[config.mk]
export PLATFORM = sky130hd
export DESIGN_NAME = sipo_deserializer
export DESIGN_NICKNAME = d
export VERILOG_FILES = /design/src/rtl/sipo_deserializer.sv
export SDC_FILE = /design/constraint.sdc
export NUM_CORES = 1
export LEC_CHECK = 0
export CORE_MARGIN = 2
export CORE_UTILIZATION = 52
export CTS_CLUSTER_SIZE = 20
export DETAILED_ROUTE_END_ITERATION = 16
export GPL_TIMING_DRIVEN = 1
export HOLD_SLACK_MARGIN = 0.1
export PLACE_DENSITY = 0.8
export SYNTH_ARGS = -nofsm -noshare
export SYNTH_HDL_FRONTEND = slang
export SYNTH_SLANG_ARGS = --single-unit
[constraint.sdc]
create_clock -name clk -period 4.2 [get_ports clk]
set_input_delay 0.84 -clock clk [delete_from_list [all_inputs] [get_ports clk]]
set_output_delay 0.84 -clock clk [all_outputs]
set_load 0.05 [all_outputs]
[src/rtl/sipo_deserializer.sv]
// Serial-in/parallel-out deserializer: gathers SIZE enabled bits into a word
// and hands the word to a valid/ready consumer through a one-word holding register.
module sipo_deserializer #(
    parameter int SIZE      = 8,
    parameter bit SHIFT_DIR = 1'b0
) (
    input  logic            clk,
    input  logic            reset,
    input  logic            in,
    input  logic            enable,
    output logic [SIZE-1:0] out,
    output logic            valid,
    input  logic            ready,
    output logic            busy,
    output logic            done,
    output logic            overrun
);

    localparam int CW = $clog2(SIZE);
    localparam logic [CW-1:0] LAST = CW'(SIZE - 1);

    logic [CW-1:0]   bit_count_q, bit_count_d, wr_idx;
    logic [SIZE-1:0] shreg_q, shreg_d;
    logic [SIZE-1:0] out_q, out_d;
    logic            valid_q, valid_d;
    logic            done_q;
    logic            overrun_q, overrun_d;
    logic            complete, accept;

    // MSB-first mode mirrors the write position; the count itself always runs upward.
    assign wr_idx   = SHIFT_DIR ? (LAST - bit_count_q) : bit_count_q;
    assign complete = enable && (bit_count_q == LAST);
    assign accept   = valid_q && ready;

    genvar gi;
    generate
        for (gi = 0; gi < SIZE; gi++) begin : g_shreg
            assign shreg_d[gi] = (enable && (wr_idx == CW'(gi))) ? in : shreg_q[gi];
        end
    endgenerate

    always_comb begin
        bit_count_d = bit_count_q;
        if (complete) begin
            bit_count_d = '0;
        end else if (enable) begin
            bit_count_d = bit_count_q + 1'b1;
        end
    end

    // shreg_d already contains the final bit, so it is the completed word.
    always_comb begin
        out_d     = out_q;
        valid_d   = valid_q;
        overrun_d = overrun_q;
        if (complete) begin
            if (!valid_q || accept) begin
                out_d   = shreg_d;
                valid_d = 1'b1;
            end else begin
                overrun_d = 1'b1;
            end
        end else if (accept) begin
            valid_d = 1'b0;
        end
    end

    always_ff @(posedge clk) begin
        if (reset) begin
            bit_count_q <= '0;
            shreg_q     <= '0;
            out_q       <= '0;
            valid_q     <= 1'b0;
            done_q      <= 1'b0;
            overrun_q   <= 1'b0;
        end else begin
            bit_count_q <= bit_count_d;
            shreg_q     <= shreg_d;
            out_q       <= out_d;
            valid_q     <= valid_d;
            done_q      <= complete;
            overrun_q   <= overrun_d;
        end
    end

    assign out     = out_q;
    assign valid   = valid_q;
    assign busy    = (bit_count_q != '0);
    assign done    = done_q;
    assign overrun = overrun_q;

endmodule

# Word level (Yosys, flattened, before mapping)
# Index checks and enable logic that the tools add are counted.
# Widths: inputs -> output; s select.
# classes
order_cmp,0
n_addsub,1
mux,11
bitwise,1
eq_ne,8
div_mod_pow,0
reduce_logical,18
mul,0
shifts,0
# ops
operator,n
$eq 3x3->1 const B,4
$mux 1,11
$logic_and 1x1->1,9
$eq 3x2->1 const B,2
$reduce_and 2->1,3
$add 3x1->3 const B,1
$eq 3x1->1 const B,1
$logic_not 3->1,1
$reduce_bool 3->1,1
$ne 2x1->1 const B,1
$reduce_bool 2->1,1
$reduce_or 2->1,1
$logic_not 1->1,1
$logic_or 1x1->1,1
$not 1->1,1
# word_totals
output_inout_bits,12
latch_bits,0
romBits,0
input_bits,5
n_memories,0
word_cells,45
ram_bits,0
ff_bits,22

# Logic depth before layout (Yosys ltp)
# Gate-level depths: netlist of run 1.
# depth
word_depth,4
depth_mapped,6
mapped_depth_nobuf,5

# Least setup slack after synthesis of run 1
# No wires, ideal clock.
# synth_path
kind,flip-flop to output port
from,register bit_count_q[0]
to,output busy
stages_incl_launch_ff,4
arrival_time_ps,995
setup_slack_ps,2365
t_required_ps,3360
path_buffers,0
cell_sequence,dfxtp_1 > inv_1 > ha_1 > nand2_1
# synth_between
elab_chain_cells,1
# synth_rtl
item,line_no,rtl
"start, declared",22,"logic [CW-1:0] bit_count_q, bit_count_d, wr_idx;"
"start signal, assigned",77,bit_count_q <= bit_count_d;
$reduce_bool 3->1,88,assign busy = (bit_count_q != '0);
"end, declared",14,"output logic busy,"
# No other way between the ends.

# Worst setup path after layout of run 1
# Ends and elaborated chain as after synthesis.

==> results of run 1 <==
## flip-flops by register name (all words and copies together), names as in the netlist
| name | cells |
|---|---|
| done | 1 |
| valid | 1 |
| shreg_q | 7 |
| out | 8 |
| bit_count_q | 3 |
| overrun | 1 |
## kinds of logic after synthesis
kind of cell	count (synthesis)
buffers and inverters	9
multiplexers	9
adder cells (fa/ha/maj)	6
AO/OA/AOI/OAI	19
AND/OR/NAND/NOR	29
flip-flops	21
## through the flow
| step | utilization, % | power, mW | worst slack (ps) |
|---|---|---|---|
| global route | 67.6 | 0.348 | 1380 |
| detailed placement | 65.8 | 0.242 | 1750 |
| finish | 67.6 | 0.333 | 1460 |
| floorplan | - | 0.233 | 2360 |
| CTS | 67.6 | 0.337 | 1450 |
| global placement | 65.8 | 0.241 | 1790 |
## layer usage
metal	part of all wire, %	wire (um)
met5	0	0
met4	0.57	9
met3	4.0	63
met2	46	721
met1	50	786
## worst paths after layout
path / slack, ps / depth (start not counted) / startpoint / endpoint
worst max register to register: 2510 / 5 / bit_count_q[0] / out[6]
worst max-delay path: 1460 / 4 / bit_count_q[0] / busy
worst min-delay path: 480 / 2 / overrun / overrun
worst min register to register: 480 / 2 / overrun / overrun
## cell usage after synthesis (all sizes together)
cell,n,share of area [%]
a211oi,7,5.9
a21oi,10,5.6
and2,1,0.70
buf,4,3.9
clkbuf,2,0.85
dfxtp,21,47
ha,6,8.5
inv,3,1.3
mux2i,9,10
nand2,4,1.7
nand2b,1,0.70
nand3,4,2.3
nand3b,3,2.5
nor2,14,5.9
nor2b,2,1.4
o21ai,1,0.56
o22ai,1,0.70
## layout make-up
type / instances / area share [%]
clock buffer: 3 / 2.14
clock inverter: 1 / 0.475
inverter: 3 / 1.07
multi-input combinational: 63 / 39.3
sequential: 21 / 39.9
tap: 16 / 1.90
timing repair buffer: 16 / 15.2
## critical path: cells and delay by family, from the launching register on
kind	cells	cell delay, ps
buf+inv	2	890
fa+ha+maj	1	230
flops	1	420
simple gates	1	70
## power breakdown
part | leakage [nW] | total [mW] | switching [mW] | internal (mW)
clock | 0.0177 | 0.0956 | 0.0601 | 0.0355
combinational | 0.250 | 0.0329 | 0.0195 | 0.0134
sequential | 0.170 | 0.205 | 0.00224 | 0.202
==> impl_metrics.csv, run 1 <==
group,metric,value,unit
power,p_leak,0.437,nW
die,chipWidth,45.3,um
setup_path,critPathRequiredTime,3360,ps
route,firstDrtPassIters,4,
place,place.gp.congestion,0.795,
clocking,root_buffer,"clkbuf_4",
sta,fin_crit_sh,65.2,%
yosys,synth_top_family_by_area,"simple AND/OR/NAND/NOR gates",
yosys,syn_inst,93,
yosys,synth_compound_area_share,12.8,%
place,place_area,1030,um^2
layout,drive_gt1_share,3.74,%
yosys,synth-xor-area-share,0,%
clocking,cts.htree.levels,1,
die,start_util,57.0,%
global_routing,gr-usage-met2,26.3,%
setup_path,cp_max_fo,5,
sta,holdWs,484,ps
die,die_h,45.3,um
layout,area_growth,18.6,%
clocking,clock_path_buffers,2,
layout,final_cell_area,1050,um^2
clocking,cts_buffers,3,
global_routing,grt_use_met1,23.6,%
yosys,seq_area_frac_synth,47.3,%
hold_path,worstHoldPathType,"register to register",
die,rows,14,
global_routing,antenna_found_initial,0,
power,ir_drop,0.000284,V
sta,tightestPinTransition,752,ps
clocking,cts-resized-gates,0,
clocking,clk_pin_slew,120,ps
die,dieArea,2050,um^2
route,drt_iter0_markers,12,
global_routing,grtUsageTotal,17.3,%
setup_path,crit_path_end_kind,"output pin",
sta,setup_tns,0,ps
yosys,synth-adder-area-share,8.45,%
route,post_drt_wl_per_cell,12.9,um
layout,num-fill-cells,126,
layout,mostFrequentLayoutCell,"dfxtp_1",
global_routing,grt_max_degree,22,
setup_path,critPathMaxStageDelay,800,ps
route,routed_wl,1580,um
place,placedCellCount,119,
sta,slew-limit-headroom,49.7,%
sta,finalHoldViolCount,0,
global_routing,grt_pass1_wl,2520,um
sta,finalMaxSlewViolations,0,
sta,grt_setup_unrepaired,"no",
setup_path,start_kind,"register",
yosys,yosysWarningCount,0,
setup_path,slowest_stage,"clkdlybuf4s50_1",
clocking,clock-sinks,21,
yosys,syn_avg_cell_area,9.55,um^2
sta,final.min_clock_period,2740,ps
yosys,ys_types,19,
sta,setup_violations,0,
clocking,cts_tree,"done",
clocking,post-cts-setup-buffer-count,0,
setup_path,cp_cell_sequence,"inv_1, ha_1, nand2_1, clkdlybuf4s50_1",
sta,fin_worst_skew,5.87,ps
layout,final_cell_mix,"dfxtp_1, clkdlybuf4s50_1, nor2_1",
status,status,"finished clean",
route,vias,660,
route,viasPerCell,5.37,
yosys,synthMuxAreaShare,10.1,%
power,p_per_area,316,nW/um^2
layout,final_cells,123,
layout,n_antenna_cell,0,
yosys,postSynthNetCount,104,
die,core,1560,um^2
setup_path,crit_arrival,1900,ps
die,io_pins,17,
sta,clock.fmax,365,MHz
global_routing,grtUsageMet3,2.80,%
run,drv_cap,0,
layout,nets,119,
global_routing,grt_pass1_vias,581,
clocking,cts_hold_buf,0,
yosys,yosys_register_bits,21,
clocking,clk_latency,300,ps
layout,multi_input_area,414,um^2
setup_path,path_class,"register to output pin",
yosys,post_synth_and_or_nand_nor_area_fraction,15.2,%
layout,final-seq-area,420,um^2
place,dp_hpwl,1120,um
route,postRouteAntennaNets,0,
place,portBuffers,16,
yosys,synth_area,888,um^2
global_routing,grt.busiest_layer,"met2",
route,drc_errors,0,
global_routing,grt-ovfl-total,0,
No activity file was read; power rests on OpenSTA's default activity.
==> run 2: changes to the inputs <==
--- a/config.mk
+++ b/config.mk
@@ -6,12 +6,12 @@
 export NUM_CORES = 1
 export LEC_CHECK = 0
 export CORE_MARGIN = 2
-export CORE_UTILIZATION = 52
+export CORE_UTILIZATION = 44
 export CTS_CLUSTER_SIZE = 20
 export DETAILED_ROUTE_END_ITERATION = 16
 export GPL_TIMING_DRIVEN = 1
 export HOLD_SLACK_MARGIN = 0.1
-export PLACE_DENSITY = 0.8
+export PLACE_DENSITY = 0.72
 export SYNTH_ARGS = -nofsm -noshare
 export SYNTH_HDL_FRONTEND = slang
 export SYNTH_SLANG_ARGS = --single-unit
==> constraint.sdc (replaced) <==
create_clock -name clk -period 2.44 [get_ports clk]
set_input_delay 0.488 -clock clk [delete_from_list [all_inputs] [get_ports clk]]
set_output_delay 0.488 -clock clk [all_outputs]
set_load 0.05 [all_outputs]
==> run 2 against run 1 <==
Effect of this change:
- wire length grew 11%
- critical path type unchanged
- total power grew 74%
- clock-buffer cell count is the same
- via count increased by 7.1%
- sequential power is 72% higher
- highest routed layer unchanged
- cell area increased by 2.5%
- largest cell class unchanged
- critical endpoint unchanged
- register-to-register slack lost 1800 ps
==> impl_metrics.csv, run 2 (synthesis results as in run 1) <==
group,metric,value,unit
sta,holdWs,483,ps
sta,finalMaxSlewViolations,0,
global_routing,grt_use_met1,18.7,%
setup_path,slowest_stage,"dfxtp_1",
route,postRouteAntennaNets,0,
clocking,root_buffer,"clkbuf_4",
setup_path,worst-path-buf-inv,2,
clocking,clock_path_buffers,2,
power,p_seq_share,60.7,%
setup_path,start_kind,"register",
setup_path,path_delay_family,"buffers and inverters",
route,drc_errors,0,
layout,final_cell_mix,"dfxtp_1, clkdlybuf4s50_1, nor2_1",
sta,setup_tns,0,ps
die,chipWidth,48.9,um
route,routed_wl,1750,um
power,p_clk_share,29.0,%
global_routing,gr-usage-met2,29.0,%
setup_path,crit_arrival,1510,ps
sta,finalHoldViolCount,0,
layout,n_antenna_cell,0,
setup_path,path_class,"register to output pin",
power,p_sw,0.146,mW
global_routing,antenna_found_initial,0,
die,start_util,45.7,%
global_routing,grt_max_degree,22,
status,status,"finished clean",
power,p_comb_share,10.3,%
power,switching_share,25.1,%
clocking,clock-sinks,21,
setup_path,cp_cell_sequence,"inv_1, ha_1, nand2_1, dlymetal6s2s_1",
sta,final.min_clock_period,2000,ps
sta,setup_ws,441,ps
power,p_leak,0.451,nW
die,core,1940,um^2
route,post_drt_wl_per_cell,13.0,um
global_routing,grt.busiest_layer,"met2",
place,place.gp.congestion,0.703,
setup_path,crit_path_end_kind,"output pin",
sta,setup_violations,0,
route,drt_iter0_markers,12,
sta,fin_worst_skew,1.97,ps
sta,grt_setup_unrepaired,"no",
route,vias,707,
setup_path,critPathRequiredTime,1950,ps
die,io_pins,17,
global_routing,grt_pass1_wl,3020,um
clocking,clk_pin_slew,120,ps
place,dp_hpwl,1270,um
route,firstDrtPassIters,4,
setup_path,cp_max_fo,5,
sta,slew-limit-headroom,50.1,%
power,internal-power,0.435,mW
clocking,cts_tree,"done",
sta,fin_crit_sh,81.9,%
global_routing,grtUsageTotal,16.5,%
layout,fin_util,55.6,%
hold_path,worstHoldPathType,"register to register",
power,p_per_area,537,nW/um^2
power,ir_drop,0.000489,V
global_routing,grtUsageMet3,5.21,%
global_routing,grt-ovfl-total,0,
setup_path,critPathMaxStageDelay,420,ps
sta,tightestPinTransition,746,ps
die,rows,16,
clocking,clk_latency,300,ps
place,post-place-ws,405,ps
run,drv_cap,0,
global_routing,grt_pass1_vias,674,
layout,drive_gt1_share,4.63,%
route,viasPerCell,5.24,
layout,largest_reg_flops,8,
die,die_h,48.9,um
layout,nets,120,
sta,clock.fmax,500,MHz
clocking,cts.htree.levels,1,
layout,area_growth,21.5,%
place,portBuffers,16,
clocking,cts_buffers,3,
layout,mostFrequentLayoutCell,"dfxtp_1",
die,dieArea,2390,um^2
power,finalPower,0.580,mW
run 2: changes by cell type in the layout (fill, tap and decap cells not counted):
cell             before  now
buf_4                 0    1
clkdlybuf4s50_1      16   15
clkinv_2              1    0
clkinvlp_4            0    1
dlymetal6s2s_1        0    1
run 2: area by class of cell:
type / count / area [um^2]
Fill cell: 193 / 862
Sequential cell: 21 / 420
Clock inverter: 1 / 7.51
Inverter: 3 / 11.3
Multi-Input combinational cell: 63 / 414
Timing Repair Buffer: 17 / 170
Tap cell: 27 / 33.8
Clock buffer: 3 / 22.5
run 2: timing repair:
action / 4_1_cts / 5_1_grt
endpoints found under the setup margin: 0 / 1
buffers inserted: 0 / 0
gates resized for setup: 0 / 1
hold endpoints to repair: 0 / 0
hold buffers: 0 / 0
run 2: per-layer routing:
metal | vias to the layer above | wire, um
met4 | 0 | 33
met2 | 17 | 904
met1 | 337 | 739
met5 | - | 0
li1 | 349 | -
met3 | 4 | 74
run 2: worst paths after layout:
kind,start,to,slack [ps],cells past startpoint
max,bit_count_q[0],busy,440,4
min,overrun,overrun,480,2
max reg2reg,bit_count_q[0],out[2],710,5
min reg2reg,overrun,overrun,480,2
run 2: worst register-to-register path, cell delays in order (launching register included):
cell,delay [ps]
dfxtp_1,420
ha_1,220
ha_1,250
nand2_1,140
nor2_1,410
a211oi_1,150
run 2: per-stage QoR:
step | cell area, um^2 | instances
2_1_floorplan | 888 | 93
3_3_place_gp | 1050 | 131
3_5_place_dp | 1050 | 131
4_1_cts | 1080 | 135
5_1_grt | 1080 | 135
6_report | 1080 | 135
run 2: power by group through the flow:
stage / registers (mW) / logic, mW / clock network [mW]
6_report: 0.352 / 0.0598 / 0.168
4_1_cts: 0.352 / 0.0601 / 0.171
3_3_place_gp: 0.359 / 0.0564 / 0
2_1_floorplan: 0.359 / 0.0412 / 0
5_1_grt: 0.353 / 0.0651 / 0.184
3_5_place_dp: 0.360 / 0.0593 / 0
==> run 3: changes to the inputs <==
--- a/config.mk
+++ b/config.mk
@@ -6,12 +6,12 @@
 export NUM_CORES = 1
 export LEC_CHECK = 0
 export CORE_MARGIN = 2
-export CORE_UTILIZATION = 44
+export CORE_UTILIZATION = 49
 export CTS_CLUSTER_SIZE = 20
 export DETAILED_ROUTE_END_ITERATION = 16
 export GPL_TIMING_DRIVEN = 1
 export HOLD_SLACK_MARGIN = 0.1
-export PLACE_DENSITY = 0.72
+export PLACE_DENSITY = 0.76
 export SYNTH_ARGS = -nofsm -noshare
 export SYNTH_HDL_FRONTEND = slang
 export SYNTH_SLANG_ARGS = --single-unit
==> constraint.sdc (replaced) <==
create_clock -name clk -period 1.85 [get_ports clk]
set_input_delay 0.37 -clock clk [delete_from_list [all_inputs] [get_ports clk]]
set_output_delay 0.37 -clock clk [all_outputs]
set_load 0.05 [all_outputs]
==> run 3 against run 2 <==
Effect of this change:
- die area is 9.4% lower
- total power is 32% higher
- critical path depth up 1
- clock skew grew 4.7 ps
- wire length rose by 0.80%
- hold slack better by 8.3 ps
- flip-flop and latch count stayed put
- sequential share of layout area down 1.3 points
- via count shrank 0.71%
- core utilization increased by 9.7 points
- global-route usage increased by 2.9 points
- critical path type is now register to register
- critical endpoint is now out[6]
- highest routed layer unchanged
==> impl_metrics.csv, run 3 (synthesis results as in run 1) <==
group,metric,value,unit
clocking,cts_buffers,3,
sta,final.min_clock_period,1690,ps
layout,n_antenna_cell,0,
setup_path,crit_path_end_kind,"register",
clocking,clock-sinks,21,
sta,slew-limit-headroom,66.0,%
clocking,root_buffer,"clkbuf_4",
global_routing,grt_max_degree,22,
sta,finalHoldViolCount,0,
route,postRouteAntennaNets,0,
route,routed_wl,1770,um
die,core,1710,um^2
place,dp_hpwl,1240,um
route,post_drt_wl_per_cell,13.0,um
status,status,"finished clean",
layout,final_cell_area,1120,um^2
power,p_seq_share,60.7,%
sta,finalMaxSlewViolations,0,
layout,multi_input_area,414,um^2
die,io_pins,17,
global_routing,grt_pass1_wl,2860,um
die,die_h,46.6,um
layout,mostFrequentLayoutCell,"dfxtp_1",
hold_path,worstHoldPathType,"register to register",
sta,fin_worst_skew,6.67,ps
die,dieArea,2170,um^2
sta,fin_crit_sh,91.2,%
die,start_util,52.0,%
sta,tightestPinTransition,510,ps
layout,nets,123,
route,wl_met3,106,um
route,drc_errors,0,
sta,setup_tns,0,ps
run,drv_cap,0,
hold_path,hp-start,"overrun",
route,routed.top_layer,"met4",
layout,drive_gt1_share,9.91,%
power,p_per_area,686,nW/um^2
route,firstDrtPassIters,4,
power,p_comb_share,11.6,%
layout,largest_reg_flops,8,
sta,clock.fmax,593,MHz
power,ir_drop,0.000701,V
power,p_sw,0.181,mW
clocking,clk_pin_slew,110,ps
layout,final_cell_mix,"dfxtp_1, nor2_1, a21oi_1",
global_routing,grtUsageTotal,19.4,%
clocking,clk_latency,300,ps
global_routing,grt_pass1_vias,672,
clocking,cts.htree.levels,1,
setup_path,startpoint,"bit_count_q[0]",
place,place_area,1070,um^2
clocking,clock_path_buffers,2,
place,place.gp.congestion,0.732,
setup_path,cp_max_fo,9,
layout,final-seq-area,420,um^2
power,switching_share,23.7,%
clocking,cts_tree,"done",
setup_path,critPathRequiredTime,2060,ps
route,drt_iter0_markers,7,
power,p_leak,0.616,nW
layout,num-fill-cells,140,
setup_path,crit_arrival,1900,ps
power,internal-power,0.584,mW
route,viasPerCell,5.16,
die,chipWidth,46.6,um
clocking,post-cts-setup-buffer-count,0,
route,vias,702,
route,m1WireLength,733,um
global_routing,grt-ovfl-total,0,
die,rows,15,
global_routing,antenna_found_initial,0,
route,route.met2.wl,909,um
sta,setup_violations,0,
power,p_clk_share,27.7,%
setup_path,start_kind,"register",
setup_path,path_class,"register to register",
place,portBuffers,16,
setup_path,r2r_start,"bit_count_q[0]",
layout,area_growth,25.6,%
sta,grt_setup_unrepaired,"no",
==> run 3: cell count changes in the layout (fill, tap and decap cells not counted), sizes merged <==
cell	previous run	this run
dlymetal6s2s	1	8
clkdlybuf4s50	15	4
clkbuf	3	4
buf	1	8
clkinvlp	1	0
==> run 3: area by class of cell <==
class	count	share of cell area [%]
clock buffers	4	2.35
inverters	3	1.01
multi-input cells	63	37.1
flip-flops and latches	21	37.7
well taps	25	2.80
repair buffers	20	19.1
==> run 3: repair_timing <==
item,CTS,global route
gates resized for setup,0,8
hold buffers,0,0
endpoints found under the setup margin,0,8
==> run 3: critical path, cell delays in order (launching register included) <==
cell	delay, ps
dfxtp_1	410
ha_1	200
ha_1	240
and2_1	380
a21oi_1	120
a211oi_1	240
==> run 3: metal layers <==
| metal | vias up | GRT usage [%] |
|---|---|---|
| met5 | - | 0 |
| li1 | 356 | - |
| met4 | 0 | 5.71 |
| met3 | 2 | 8.63 |
| met1 | 327 | 20.5 |
| met2 | 17 | 34.2 |
==> run 3: through the flow <==
| stage | power (mW) | setup WS [ps] | hold slack, ps | std cells | util [%] |
|---|---|---|---|---|---|
| after floorplan | 0.528 | 481 | 442 | 93 | - |
| after global placement | 0.561 | 217 | 454 | 132 | 62.6 |
| after detailed placement | 0.564 | 173 | 471 | 132 | 62.6 |
| after CTS | 0.772 | 6.50 | 498 | 136 | 64.2 |
| after global routing | 0.808 | 25.5 | 519 | 136 | 65.3 |
| final | 0.765 | 163 | 491 | 136 | 65.3 |
==> run 3: worst paths after layout <==
path	to	depth (start not counted)	slack, ps
max	out[6]	5	160
min	overrun	2	490
max reg2reg	out[6]	5	160
min reg2reg	overrun	2	490
==> run 3: power groups by stage <==
| stage | clock (mW) | sequential (mW) | combinational, mW |
|---|---|---|---|
| global route | 0.246 | 0.466 | 0.0966 |
| CTS | 0.218 | 0.464 | 0.0895 |
| floorplan | 0 | 0.474 | 0.0544 |
| finish | 0.212 | 0.464 | 0.0887 |
| detailed placement | 0 | 0.475 | 0.0892 |
| global placement | 0 | 0.474 | 0.0870 |
